**src/rtl/receptor_atualizacoes_pkg.sv**
```systemverilog
// Shared widths, FSM encodings and the active-table entry layout for the
// update receiver of the write-orderer -> active-evaluator handshake.
package receptor_atualizacoes_pkg;

    localparam int unsigned ADDR_WIDTH      = 10;
    localparam int unsigned DISTANCIA_WIDTH = 6;
    localparam int unsigned CUSTO_WIDTH     = 4;
    localparam int unsigned NUM_EA          = 8;
    localparam int unsigned DEPTH           = 16;
    localparam int unsigned DEPTH_WIDTH     = $clog2(DEPTH);
    localparam int unsigned CNT_WIDTH       = DEPTH_WIDTH + 1;
    localparam int unsigned SLOT_WIDTH      = $clog2(NUM_EA);

    localparam logic [1:0] ST_IDLE    = 2'd0;
    localparam logic [1:0] ST_PROCESS = 2'd1;
    localparam logic [1:0] ST_DONE    = 2'd2;

    // Field order fixes the packed offsets: valid at the MSB, anterior at the LSBs.
    typedef struct packed {
        logic                       valid;
        logic [ADDR_WIDTH-1:0]      endereco;
        logic [CUSTO_WIDTH-1:0]     custo;
        logic [DISTANCIA_WIDTH-1:0] distancia;
        logic [ADDR_WIDTH-1:0]      anterior;
    } entrada_t;

endpackage

```
**src/rtl/receptor_atualizacoes_if.sv**
```systemverilog
// Update-command bus from the write orderer plus the busy/ready replies.
interface receptor_atualizacoes_if;
    import receptor_atualizacoes_pkg::*;

    logic                              oe_atualizar_in;
    logic [NUM_EA-1:0]                 oe_vizinho_valido_in;
    logic [ADDR_WIDTH*NUM_EA-1:0]      oe_endereco_in;
    logic [CUSTO_WIDTH*NUM_EA-1:0]     oe_menor_vizinho_in;
    logic [DISTANCIA_WIDTH*NUM_EA-1:0] oe_distancia_in;
    logic [ADDR_WIDTH-1:0]             oe_anterior_in;
    logic                              aa_ocupado_out;
    logic                              aa_atualizar_ready_out;

    modport master (
        output oe_atualizar_in, oe_vizinho_valido_in, oe_endereco_in,
               oe_menor_vizinho_in, oe_distancia_in, oe_anterior_in,
        input  aa_ocupado_out, aa_atualizar_ready_out
    );

    modport slave (
        input  oe_atualizar_in, oe_vizinho_valido_in, oe_endereco_in,
               oe_menor_vizinho_in, oe_distancia_in, oe_anterior_in,
        output aa_ocupado_out, aa_atualizar_ready_out
    );

endinterface

```
**src/rtl/receptor_atualizacoes_seletor_menor_custo.sv**
```systemverilog
// Combinational minimum-cost search over the active table; on equal cost the
// lowest table index wins.
module receptor_atualizacoes_seletor_menor_custo
    import receptor_atualizacoes_pkg::*;
(
    input  logic [DEPTH-1:0]                  valido,
    input  logic [DEPTH-1:0][CUSTO_WIDTH-1:0] custo,
    output logic [DEPTH_WIDTH-1:0]            idx_c,
    output logic                              found_c
);

    logic [CUSTO_WIDTH-1:0] best_c;

    // Strict less-than keeps the earlier index on ties.
    always_comb begin
        found_c = 1'b0;
        idx_c   = '0;
        best_c  = '0;
        for (int i = 0; i < int'(DEPTH); i++) begin
            if (valido[i] && (!found_c || (custo[i] < best_c))) begin
                found_c = 1'b1;
                idx_c   = DEPTH_WIDTH'(i);
                best_c  = custo[i];
            end
        end
    end

endmodule

```
**src/rtl/receptor_atualizacoes.sv**
```systemverilog
// Receives neighbour-update commands, merges them slot by slot into the
// active-node table and offers the cheapest active node on a pop port.
module receptor_atualizacoes
    import receptor_atualizacoes_pkg::*;
(
    input  logic                       clk,
    input  logic                       rst,
    receptor_atualizacoes_if.slave     oe_if,
    output logic                       sel_valid_out,
    input  logic                       sel_ready_in,
    output logic [ADDR_WIDTH-1:0]      sel_endereco_out,
    output logic [CUSTO_WIDTH-1:0]     sel_custo_out,
    output logic [DISTANCIA_WIDTH-1:0] sel_distancia_out,
    output logic [ADDR_WIDTH-1:0]      sel_anterior_out,
    output logic [CNT_WIDTH-1:0]       ativos_count_out,
    output logic                       overflow_out
);

    logic [1:0]                        state, state_nxt;
    logic [SLOT_WIDTH-1:0]             slot_k;
    entrada_t                          tabela [DEPTH];

    logic [NUM_EA-1:0]                 cmd_valido;
    logic [ADDR_WIDTH*NUM_EA-1:0]      cmd_endereco;
    logic [CUSTO_WIDTH*NUM_EA-1:0]     cmd_custo;
    logic [DISTANCIA_WIDTH*NUM_EA-1:0] cmd_distancia;
    logic [ADDR_WIDTH-1:0]             cmd_anterior;
    logic [DEPTH_WIDTH-1:0]            sel_idx_r;

    logic                              slot_valido_c;
    logic [ADDR_WIDTH-1:0]             slot_endereco_c;
    logic [CUSTO_WIDTH-1:0]            slot_custo_c;
    logic [DISTANCIA_WIDTH-1:0]        slot_distancia_c;
    logic                              hit_c, free_c;
    logic [DEPTH_WIDTH-1:0]            hit_idx_c, free_idx_c;
    logic                              upd_c, ins_c, drop_c, pop_c, last_slot_c;
    logic [DEPTH-1:0]                  min_valido_c;
    logic [DEPTH-1:0][CUSTO_WIDTH-1:0] min_custo_c;
    logic [DEPTH_WIDTH-1:0]            min_idx_c;
    logic                              min_found_c;

    always_ff @(posedge clk) begin
        if (rst) state <= ST_IDLE;
        else     state <= state_nxt;
    end

    always_comb begin
        state_nxt = state;
        case (state)
            ST_IDLE:    if (oe_if.oe_atualizar_in) state_nxt = ST_PROCESS;
            ST_PROCESS: if (last_slot_c) state_nxt = ST_DONE;
            ST_DONE:    state_nxt = ST_IDLE;
            default:    state_nxt = ST_IDLE;
        endcase
    end

    // Slot counter runs only in PROCESS and is parked at 0 otherwise.
    always_ff @(posedge clk) begin
        if (rst)                     slot_k <= '0;
        else if (state == ST_PROCESS) slot_k <= slot_k + SLOT_WIDTH'(1);
        else                         slot_k <= '0;
    end

    always_ff @(posedge clk) begin
        if (state == ST_IDLE && oe_if.oe_atualizar_in) begin
            cmd_valido    <= oe_if.oe_vizinho_valido_in;
            cmd_endereco  <= oe_if.oe_endereco_in;
            cmd_custo     <= oe_if.oe_menor_vizinho_in;
            cmd_distancia <= oe_if.oe_distancia_in;
            cmd_anterior  <= oe_if.oe_anterior_in;
        end
    end

    assign last_slot_c      = (slot_k == SLOT_WIDTH'(NUM_EA - 1));
    assign slot_valido_c    = cmd_valido[slot_k];
    assign slot_endereco_c  = cmd_endereco[int'(slot_k)*ADDR_WIDTH +: ADDR_WIDTH];
    assign slot_custo_c     = cmd_custo[int'(slot_k)*CUSTO_WIDTH +: CUSTO_WIDTH];
    assign slot_distancia_c = cmd_distancia[int'(slot_k)*DISTANCIA_WIDTH +: DISTANCIA_WIDTH];

    // Parallel address match and lowest free-entry search for the current slot.
    always_comb begin
        hit_c      = 1'b0;
        hit_idx_c  = '0;
        free_c     = 1'b0;
        free_idx_c = '0;
        for (int i = 0; i < int'(DEPTH); i++) begin
            if (!hit_c && tabela[i].valid && (tabela[i].endereco == slot_endereco_c)) begin
                hit_c     = 1'b1;
                hit_idx_c = DEPTH_WIDTH'(i);
            end
            if (!free_c && !tabela[i].valid) begin
                free_c     = 1'b1;
                free_idx_c = DEPTH_WIDTH'(i);
            end
        end
    end

    assign upd_c  = (state == ST_PROCESS) && slot_valido_c && hit_c &&
                    (slot_custo_c < tabela[hit_idx_c].custo);
    assign ins_c  = (state == ST_PROCESS) && slot_valido_c && !hit_c && free_c;
    assign drop_c = (state == ST_PROCESS) && slot_valido_c && !hit_c && !free_c;
    assign pop_c  = (state == ST_IDLE) && sel_valid_out && sel_ready_in;

    // The entry being popped is hidden so the next selection is already post-pop.
    always_comb begin
        for (int i = 0; i < int'(DEPTH); i++) begin
            min_valido_c[i] = tabela[i].valid && !(pop_c && (sel_idx_r == DEPTH_WIDTH'(i)));
            min_custo_c[i]  = tabela[i].custo;
        end
    end

    receptor_atualizacoes_seletor_menor_custo u_seletor_menor_custo (
        .valido  (min_valido_c),
        .custo   (min_custo_c),
        .idx_c   (min_idx_c),
        .found_c (min_found_c)
    );

    always_ff @(posedge clk) begin
        if (rst) begin
            for (int i = 0; i < int'(DEPTH); i++) tabela[i].valid <= 1'b0;
        end else begin
            if (pop_c) tabela[sel_idx_r].valid <= 1'b0;
            if (upd_c) begin
                tabela[hit_idx_c].custo     <= slot_custo_c;
                tabela[hit_idx_c].distancia <= slot_distancia_c;
                tabela[hit_idx_c].anterior  <= cmd_anterior;
            end
            if (ins_c) begin
                tabela[free_idx_c] <= '{valid: 1'b1, endereco: slot_endereco_c,
                                        custo: slot_custo_c, distancia: slot_distancia_c,
                                        anterior: cmd_anterior};
            end
        end
    end

    always_ff @(posedge clk) begin
        if (rst) begin
            oe_if.aa_ocupado_out         <= 1'b0;
            oe_if.aa_atualizar_ready_out <= 1'b0;
            overflow_out                 <= 1'b0;
            ativos_count_out             <= '0;
            sel_valid_out                <= 1'b0;
            sel_idx_r                    <= '0;
            sel_endereco_out             <= '0;
            sel_custo_out                <= '0;
            sel_distancia_out            <= '0;
            sel_anterior_out             <= '0;
        end else begin
            oe_if.aa_ocupado_out         <= (state_nxt == ST_PROCESS);
            oe_if.aa_atualizar_ready_out <= (state_nxt == ST_DONE);
            overflow_out                 <= overflow_out | drop_c;
            ativos_count_out             <= ativos_count_out + CNT_WIDTH'(ins_c) - CNT_WIDTH'(pop_c);
            sel_valid_out                <= (state_nxt == ST_IDLE) && min_found_c;
            if ((state_nxt == ST_IDLE) && min_found_c) begin
                sel_idx_r         <= min_idx_c;
                sel_endereco_out  <= tabela[min_idx_c].endereco;
                sel_custo_out     <= tabela[min_idx_c].custo;
                sel_distancia_out <= tabela[min_idx_c].distancia;
                sel_anterior_out  <= tabela[min_idx_c].anterior;
            end
        end
    end

endmodule

```
**src/flat_wrapper.sv**
```systemverilog
// flat-port wrapper written by rule: the top's interface ports become plain ports
module receptor_atualizacoes_flat import receptor_atualizacoes_pkg::*;
  (clk, rst, sel_valid_out, sel_ready_in, sel_endereco_out, sel_custo_out, sel_distancia_out, sel_anterior_out, ativos_count_out, overflow_out, oe_if_oe_atualizar_in, oe_if_oe_vizinho_valido_in, oe_if_oe_endereco_in, oe_if_oe_menor_vizinho_in, oe_if_oe_distancia_in, oe_if_oe_anterior_in, oe_if_aa_ocupado_out, oe_if_aa_atualizar_ready_out);
  receptor_atualizacoes_if oe_if_i ();
  input  logic clk;
  input  logic rst;
  output logic sel_valid_out;
  input  logic sel_ready_in;
  output logic [ADDR_WIDTH-1:0] sel_endereco_out;
  output logic [CUSTO_WIDTH-1:0] sel_custo_out;
  output logic [DISTANCIA_WIDTH-1:0] sel_distancia_out;
  output logic [ADDR_WIDTH-1:0] sel_anterior_out;
  output logic [CNT_WIDTH-1:0] ativos_count_out;
  output logic overflow_out;
  input wire logic [$bits(oe_if_i.oe_atualizar_in)-1:0] oe_if_oe_atualizar_in;
  input wire logic [$bits(oe_if_i.oe_vizinho_valido_in)-1:0] oe_if_oe_vizinho_valido_in;
  input wire logic [$bits(oe_if_i.oe_endereco_in)-1:0] oe_if_oe_endereco_in;
  input wire logic [$bits(oe_if_i.oe_menor_vizinho_in)-1:0] oe_if_oe_menor_vizinho_in;
  input wire logic [$bits(oe_if_i.oe_distancia_in)-1:0] oe_if_oe_distancia_in;
  input wire logic [$bits(oe_if_i.oe_anterior_in)-1:0] oe_if_oe_anterior_in;
  output wire logic [$bits(oe_if_i.aa_ocupado_out)-1:0] oe_if_aa_ocupado_out;
  output wire logic [$bits(oe_if_i.aa_atualizar_ready_out)-1:0] oe_if_aa_atualizar_ready_out;
  assign oe_if_i.oe_atualizar_in = oe_if_oe_atualizar_in;
  assign oe_if_i.oe_vizinho_valido_in = oe_if_oe_vizinho_valido_in;
  assign oe_if_i.oe_endereco_in = oe_if_oe_endereco_in;
  assign oe_if_i.oe_menor_vizinho_in = oe_if_oe_menor_vizinho_in;
  assign oe_if_i.oe_distancia_in = oe_if_oe_distancia_in;
  assign oe_if_i.oe_anterior_in = oe_if_oe_anterior_in;
  assign oe_if_aa_ocupado_out = oe_if_i.aa_ocupado_out;
  assign oe_if_aa_atualizar_ready_out = oe_if_i.aa_atualizar_ready_out;
  receptor_atualizacoes u_core (.clk(clk), .rst(rst), .oe_if(oe_if_i), .sel_valid_out(sel_valid_out), .sel_ready_in(sel_ready_in), .sel_endereco_out(sel_endereco_out), .sel_custo_out(sel_custo_out), .sel_distancia_out(sel_distancia_out), .sel_anterior_out(sel_anterior_out), .ativos_count_out(ativos_count_out), .overflow_out(overflow_out));
endmodule
```
**config.mk**
```make
export PLATFORM = sky130hd
export DESIGN_NAME = receptor_atualizacoes_flat
export DESIGN_NICKNAME = d
export VERILOG_FILES = /design/src/rtl/receptor_atualizacoes_pkg.sv /design/src/rtl/receptor_atualizacoes_if.sv /design/src/rtl/receptor_atualizacoes_seletor_menor_custo.sv /design/src/rtl/receptor_atualizacoes.sv /design/src/flat_wrapper.sv
export SDC_FILE = /design/constraint.sdc
export NUM_CORES = 1
export LEC_CHECK = 0
export ABC_AREA = 0
export CAP_MARGIN = 5
export CORE_MARGIN = 2
export CORE_UTILIZATION = 50
export CTS_BUF_LIST = sky130_fd_sc_hd__clkbuf_2 sky130_fd_sc_hd__clkbuf_4 sky130_fd_sc_hd__clkbuf_8
export DETAILED_ROUTE_END_ITERATION = 12
export GPL_TIMING_DRIVEN = 0
export PLACE_DENSITY = 0.72
export SYNTH_ARGS = -nofsm -noshare
export SYNTH_HDL_FRONTEND = slang
export SYNTH_SLANG_ARGS = --single-unit
```
**constraint.sdc**
```tcl
create_clock -name clk -period 33.8 [get_ports clk]
set_input_delay 6.76 -clock clk [delete_from_list [all_inputs] [get_ports clk]]
set_output_delay 6.76 -clock clk [all_outputs]
set_load 0.01 [all_outputs]
```
==> results of run 1 <==
==> layout by cell type, fill, tap and decap left out, types with 10 or more instances in the layout <==
master and n:
a211oi_2 23, edfxtp_1 674, a211oi_1 19, clkbuf_1 58
nand3_1 46, o21ai_0 52, nand2_1 159, nor2_2 10
a21oi_1 58, mux2_2 22, nor2b_1 24, clkbuf_8 126
and3_1 11, o21bai_1 21, inv_1 51, clkdlybuf4s50_1 219
ha_1 39, o22ai_1 45, nor2_4 13, a32oi_1 13
buf_4 26, o211ai_1 22, nor2_1 160, mux2i_1 208
mux4_2 67, nand4_1 44, o21a_1 11, a21o_1 15
xor2_1 135, nand2b_1 15, buf_2 20, xnor2_1 35
or3_1 14, clkbuf_4 56, nor3_1 43, buf_6 21
a221oi_1 13, and2_1 19, dfxtp_1 48
==> path summary, 6_finish.rpt <==
kind / to / slack (ns) / cells after the start
hold reg to reg: u_core.sel_distancia_out[0] / 0.50 / 2
setup reg to reg: u_core.sel_endereco_out[6] / 6.93 / 132
setup / recovery: u_core.sel_endereco_out[6] / 1.22 / 133
hold / removal: u_core.sel_distancia_out[0] / 0.50 / 2
==> power by group <==
part	switching, mW	internal, mW	total (mW)
clock network	0.330	0.407	0.737
registers	0.0208	1.01	1.03
logic	0.491	0.325	0.816
total	0.842	1.74	2.58
==> cell usage after synthesis (9+ instances only) <==
library cell | count | share of area
a21boi_0 | 11 | 0.0024
nor3_1 | 53 | 0.0077
clkbuf_1 | 73 | 0.0080
nand2b_1 | 15 | 0.0027
edfxtp_1 | 674 | 0.59
a21oi_1 | 64 | 0.0093
a22oi_1 | 11 | 0.0024
buf_2 | 31 | 0.0045
a21o_1 | 15 | 0.0033
nor2_1 | 181 | 0.020
dfxtp_1 | 48 | 0.028
a32oi_1 | 13 | 0.0033
and3_1 | 11 | 0.0020
nand4_1 | 44 | 0.0080
or3_1 | 16 | 0.0029
o22ai_1 | 53 | 0.0097
and2_1 | 19 | 0.0035
nand2_1 | 162 | 0.018
mux2_2 | 22 | 0.0072
inv_1 | 51 | 0.0056
a211oi_1 | 23 | 0.0050
o211ai_1 | 22 | 0.0048
xor2_1 | 135 | 0.034
a211oi_2 | 19 | 0.0069
mux2i_1 | 219 | 0.064
a31oi_1 | 10 | 0.0018
nor2b_1 | 25 | 0.0046
buf_1 | 9 | 0.00098
ha_1 | 39 | 0.014
a221oi_1 | 25 | 0.0064
o21ai_0 | 56 | 0.0082
o21a_1 | 11 | 0.0024
xnor2_1 | 35 | 0.0089
o21bai_1 | 21 | 0.0046
nand3_1 | 48 | 0.0070
mux4_2 | 67 | 0.044
==> critical path, delay by kind of cell <==
family | cells | cell delay, ns
multiplexers | 5 | 1.47
AND/OR/NAND/NOR | 50 | 9.02
buffers and inverters | 16 | 2.46
adder cells (fa/ha/maj) | 15 | 4.40
AO/OA/AOI/OAI | 47 | 8.99
==> per-layer routing <==
metal | wire length [µm] | share of wire | up-vias | GRT usage
met5 | 0 | 0 | - | 0
met4 | 5630 | 0.054 | 0 | 0.157
met3 | 9850 | 0.094 | 306 | 0.0546
met2 | 49500 | 0.47 | 1389 | 0.468
met1 | 40100 | 0.38 | 12000 | 0.373
li1 | - | - | 10400 | -
==> metrics by stage <==
stage          utilization  total power, mW  setup TNS, ns  std cells  area (µm²)
6_report             0.602             2.58              0       3829       41100
5_1_grt              0.602             2.66          -7.86       3829       41100
4_1_cts              0.594             2.53              0       3816       40500
3_5_place_dp         0.559             1.80         -61.33       3622       38100
3_3_place_gp         0.551             1.78         -48.00       3591       37600
2_1_floorplan            -             1.52              0       2490       34300
==> flip-flops by register name (all words and copies together), names as in the netlist, 8 cells and up <==
signal	flops
u_core.tabela	496
u_core.cmd_endereco	80
u_core.cmd_distancia	48
u_core.cmd_custo	32
u_core.cmd_anterior	10
u_core.sel_anterior_out	10
u_core.sel_endereco_out	10
u_core.cmd_valido	8
==> timing repair <==
item | CTS | global route
endpoints found under the hold margin | 0 | 0
gates resized for setup | 33 | 123
pin swaps | 1 | 9
endpoints found under the setup margin | 31 | 34
setup buffers | 1 | 11
==> kinds of logic after synthesis <==
logic type / count (synthesis) / share of synthesized area
AOI/OAI and AO/OA: 441 / 0.0967
adders and majority gates: 43 / 0.0157
xor gates and xnor gates: 170 / 0.0434
muxes: 311 / 0.116
buffers and inverters: 170 / 0.0205
DFF: 722 / 0.618
and+or+nand+nor: 633 / 0.0897
==> final cells by class <==
class / count / area share
well taps: 882 / 0.0269
flip-flops and latches: 722 / 0.516
diodes: 1 / 0.0000609
plain buffers: 117 / 0.0140
multi-input cells: 1598 / 0.318
inverters: 52 / 0.00487
clock buffers: 168 / 0.0499
clock inverters: 25 / 0.00508
repair buffers: 264 / 0.0649
==> impl_metrics.csv, run 1 <==
group,metric,value,unit
sta,relSlewSlack,0.0852,
layout,register_area,21200,µm²
sta,setup-violations-final,0,
logic_synthesis,ys_ff_latch,722,
sta,finalHoldViolations,0,
layout,areaGrowthSynthToFinish,19.7,%
detailed_routing,drc_errors,0,
global_route,antenna_found_initial,1,
pwr,p_leak,14.6,nW
floorplan,fp.dieH,266,µm
place,gp_congestion,1.01,
logic_synthesis,synthArstFlopShare,0,
status,status,"complete, no violations",
clock_tree,insertion_delay,0.72,ns
global_route,grt_pass1_wl,150000,µm
detailed_routing,ant_nets,0,
floorplan,die_x,266,µm
setup_path,crit_path_start_kind,"input pin",
setup_path,cp_max_fo,10,
setup_path,crit_path_frequent_cell,"ha_1",
global_route,grt_use_total,0.290,
clock_tree,root_buffer,"clkbuf_8",
clock_tree,cts_max_level,3,
layout,multi_input_area,13100,µm²
detailed_routing,first_pass_iters,7,
setup_path,crit-reg2reg-launch,"u_core.tabela[0][30]",
min_path,hold_class,"flop to flop",
clock_tree,cts_sinks,722,
setup_path,setup.worst_path.class,"input pin to flop",
setup_path,slowest_delay,0.61,ns
floorplan,design.core.area,68200,µm²
logic_synthesis,synth_flop_cell,"edfxtp_1",
sta,fmax,30.7,MHz
logic_synthesis,ys_seq_area_frac,0.618,
clock_tree,cts_tree,"built",
layout,finalNetCount,3083,
logic_synthesis,synth.avg_cell_area,13.8,µm²
place,detailed_place_hpwl,74900,µm
detailed_routing,dr.first_iter.drc_count,2511,
detailed_routing,dr_total_vias,24100,
setup_path,cp-end-kind,"flop",
logic_synthesis,syn_nets,2712,
clock_tree,numCtsBuffers,106,
floorplan,start_util,0.503,
pwr,vdd_ir_drop_max,0.0491,mV
floorplan,dieArea,70800,µm²
layout,nFillCells,5204,
detailed_routing,vias_per_cell,6.30,
logic_synthesis,yosys_warnings,0,
logic_synthesis,syn-cell-area,34300,µm²
logic_synthesis,synthCells,2490,
global_route,grt_pass1_vias,23900,
setup_path,cp-startpoint,"sel_ready_in",
sta,fin_ws,1.22,ns
logic_synthesis,ys_types,109,
sta,worst_slew_pin_slew,1.37,ns
sta,fin_crit,32.58,ns
sta,whs,0.499,ns
setup_path,worst_path_max_delay_cell,"or4b_2",
floorplan,io_pins,221,
pwr,power_density,62.8,nW/µm²
job,cap_violations,0,
setup_path,required,34.41,ns
global_route,grt_start_max_net_pins,21,
layout,final_layout_size_suffix_gt1_frac,0.180,
place,place_ws,-2.33,ns
sta,fin_skew,0.0451,ns
clock_tree,clkSlewWorstSetupHoldPaths,0.06,ns
min_path,hold_start,"u_core.sel_distancia_out[0]",
sta,period_share,0.964,
global_route,grt_overflow,0,
logic_synthesis,synth-edff-count,674,
floorplan,floorplan.rows,96,
place,port_buffers,219,
detailed_routing,wl_per_cell,27.4,µm
clock_tree,postCtsHoldBufs,0,
sta,slew_viol_final,0,
clock_tree,clk_path_buf_depth,3,
detailed_routing,routed_wirelength,105000,µm
setup_path,cp.arrival,33.19,ns
(Power assumes the default switching activity.)
==> run 2, diff against run 1 <==
--- a/config.mk
+++ b/config.mk
@@ -6,13 +6,12 @@
 export NUM_CORES = 1
 export LEC_CHECK = 0
 export ABC_AREA = 0
-export CAP_MARGIN = 5
-export CORE_MARGIN = 2
+export CAP_MARGIN = 40
 export CORE_UTILIZATION = 50
 export CTS_BUF_LIST = sky130_fd_sc_hd__clkbuf_2 sky130_fd_sc_hd__clkbuf_4 sky130_fd_sc_hd__clkbuf_8
 export DETAILED_ROUTE_END_ITERATION = 12
 export GPL_TIMING_DRIVEN = 0
-export PLACE_DENSITY = 0.72
+export PLACE_DENSITY = 0.75
 export SYNTH_ARGS = -nofsm -noshare
 export SYNTH_HDL_FRONTEND = slang
 export SYNTH_SLANG_ARGS = --single-unit
==> constraint.sdc (replaced) <==
create_clock -name clk -period 26.5 [get_ports clk]
set_input_delay 5.3 -clock clk [delete_from_list [all_inputs] [get_ports clk]]
set_output_delay 5.3 -clock clk [all_outputs]
set_load 0.01 [all_outputs]
==> impl_metrics.csv, run 2 (same netlist as run 1, synthesis figures left out) <==
group,metric,value,unit
detailed_routing,vias_per_cell,6.28,
detailed_routing,dr.first_iter.drc_count,2800,
clock_tree,clkSlewWorstSetupHoldPaths,0.06,ns
layout,regMostFlops,"u_core.tabela",
layout,nFillCells,4605,
detailed_routing,ant_nets,0,
sta,fin_ws,-1.52,ns
sta,period_share,1.06,
place,detailed_place_hpwl,77100,µm
sta,fmax,35.7,MHz
place,port_buffers,219,
pwr,power_density,80.8,nW/µm²
sta,fin_crit,28.02,ns
global_route,grt_pass1_vias,25500,
place,placed_area,39200,µm²
layout,final_layout_size_suffix_gt1_frac,0.284,
setup_path,cp_max_fo,6,
setup_path,cp-end-kind,"flop",
setup_path,cp.arrival,28.64,ns
sta,worst_slew_pin_slew,1.12,ns
floorplan,dieArea,69700,µm²
global_route,grt_use_total,0.312,
pwr,p_leak,16.0,nW
setup_path,ff2ff_setup_slack,2.37,ns
global_route,antenna_found_initial,2,
pwr,p_total,3.60,mW
detailed_routing,dr_total_vias,25300,
clock_tree,root_buffer,"clkbuf_8",
layout,final_cell_area,44600,µm²
detailed_routing,drc_errors,0,
floorplan,fp.dieH,264,µm
setup_path,setup.worst_path.class,"input pin to flop",
detailed_routing,first_pass_iters,6,
status,status,"finished with violations",
sta,rsz0062_at_grt,"yes",
layout,register_area,21200,µm²
place,place_ws,-5.02,ns
layout,multi_input_area,14300,µm²
layout,layout_common_cells,"674 x edfxtp_1, 218 x clkdlybuf4s50_1, 203 x mux2i_1",
floorplan,start_util,0.508,
setup_path,crit_path_frequent_cell,"ha_4",
floorplan,io_pins,221,
floorplan,die_x,264,µm
setup_path,rr_worst_depth,135,
min_path,hold_class,"flop to flop",
sta,slew_viol_final,0,
layout,top_regs,"u_core.tabela x496, u_core.cmd_endereco x80, u_core.cmd_distancia x48",
sta,setup-violations-final,33,
sta,final.setup.tns,-45.16,ns
sta,finalHoldViolations,0,
layout,final_common_cell,"edfxtp_1",
clock_tree,cts_sinks,722,
setup_path,cp-startpoint,"sel_ready_in",
status,violations,"negative setup slack",
detailed_routing,routed_wirelength,111000,µm
setup_path,crit-reg2reg-launch,"u_core.tabela[0][30]",
clock_tree,insertion_delay,0.71,ns
global_route,grt_overflow,0,
setup_path,worst_path_max_delay_cell,"or4b_4",
setup_path,r2r_end,"u_core.sel_endereco_out[7]",
clock_tree,clk_path_buf_depth,3,
pwr,vdd_ir_drop_max,0.0577,mV
clock_tree,postCtsHoldBufs,0,
sta,fin_skew,0.0297,ns
setup_path,slowest_delay,0.56,ns
setup_path,required,27.12,ns
job,cap_violations,0,
clock_tree,numCtsBuffers,105,
floorplan,floorplan.rows,95,
floorplan,design.core.area,67500,µm²
setup_path,crit_end,"u_core.sel_endereco_out[7]",
global_route,grt_start_max_net_pins,21,
global_route,grt_pass1_wl,160000,µm
layout,finalNetCount,3288,
clock_tree,cts_tree,"built",
place,gp_congestion,1.04,
clock_tree,cts_max_level,3,
layout,areaGrowthSynthToFinish,29.8,%
sta,relSlewSlack,0.253,
detailed_routing,wl_per_cell,27.6,µm
layout,largest_reg_flops,496,
setup_path,crit_path_start_kind,"input pin",
==> run 2: critical path, delay by kind of cell <==
kind / cells / cell delay (ns)
AOI/OAI and AO/OA: 49 / 8.70
adders and majority gates: 15 / 3.76
buffers and inverters: 18 / 1.88
muxes: 5 / 1.28
and+or+nand+nor: 49 / 7.67
==> run 2: how the worst min path moves through the flow <==
| stage | end | from | depth (start not counted) |
|---|---|---|---|
| detailed placement | u_core.sel_anterior_out[8] | u_core.sel_anterior_out[8] | 2 |
| floorplan | u_core.oe_if.aa_ocupado_out | u_core.state[1] | 1 |
| global route | u_core.sel_anterior_out[3] | u_core.sel_anterior_out[3] | 2 |
| global placement | u_core.sel_distancia_out[2] | u_core.sel_distancia_out[2] | 2 |
| CTS | u_core.sel_anterior_out[8] | u_core.sel_anterior_out[8] | 2 |
| finish | u_core.sel_anterior_out[8] | u_core.sel_anterior_out[8] | 2 |
==> run 2: per-stage QoR <==
stage,util,hold WS [ns],instances
floorplan,-,0.480,2490
global placement,0.564,0.494,3582
detailed placement,0.581,0.500,3677
CTS,0.647,0.509,3985
global route,0.660,0.539,4033
finish,0.660,0.506,4033
==> run 2: final cells by class <==
cell class                 instances  area share
sequential                       722       0.476
buffer                           113      0.0196
tap                              873      0.0245
multi-input combinational       1599       0.321
clock inverter                    45     0.00859
inverter                          52     0.00455
clock buffer                     154      0.0428
antenna                            2    0.000112
timing repair buffer             473       0.103
==> run 2: what timing repair did <==
item                                   4_1_cts  5_1_grt
endpoints found under the hold margin        0        0
resized for setup                          264      100
setup endpoints to repair                   34       34
pin swaps                                   98       80
buffers inserted                           109       44
gates cloned                                 4        1
==> run 2: report_power, final <==
| part | internal [mW] | switching (mW) | leakage, nW |
|---|---|---|---|
| clock | 0.524 | 0.428 | 1.22 |
| combinational | 0.600 | 0.734 | 8.11 |
| sequential | 1.29 | 0.0285 | 6.70 |
| total | 2.41 | 1.19 | 16.0 |
==> run 2: per-layer routing <==
layer | routed length [µm] | track usage | up-vias
met3 | 11000 | 0.0626 | 402
met5 | 0 | 0 | -
met1 | 41100 | 0.394 | 12400
met2 | 52000 | 0.501 | 1649
li1 | - | - | 10800
met4 | 7150 | 0.184 | 0
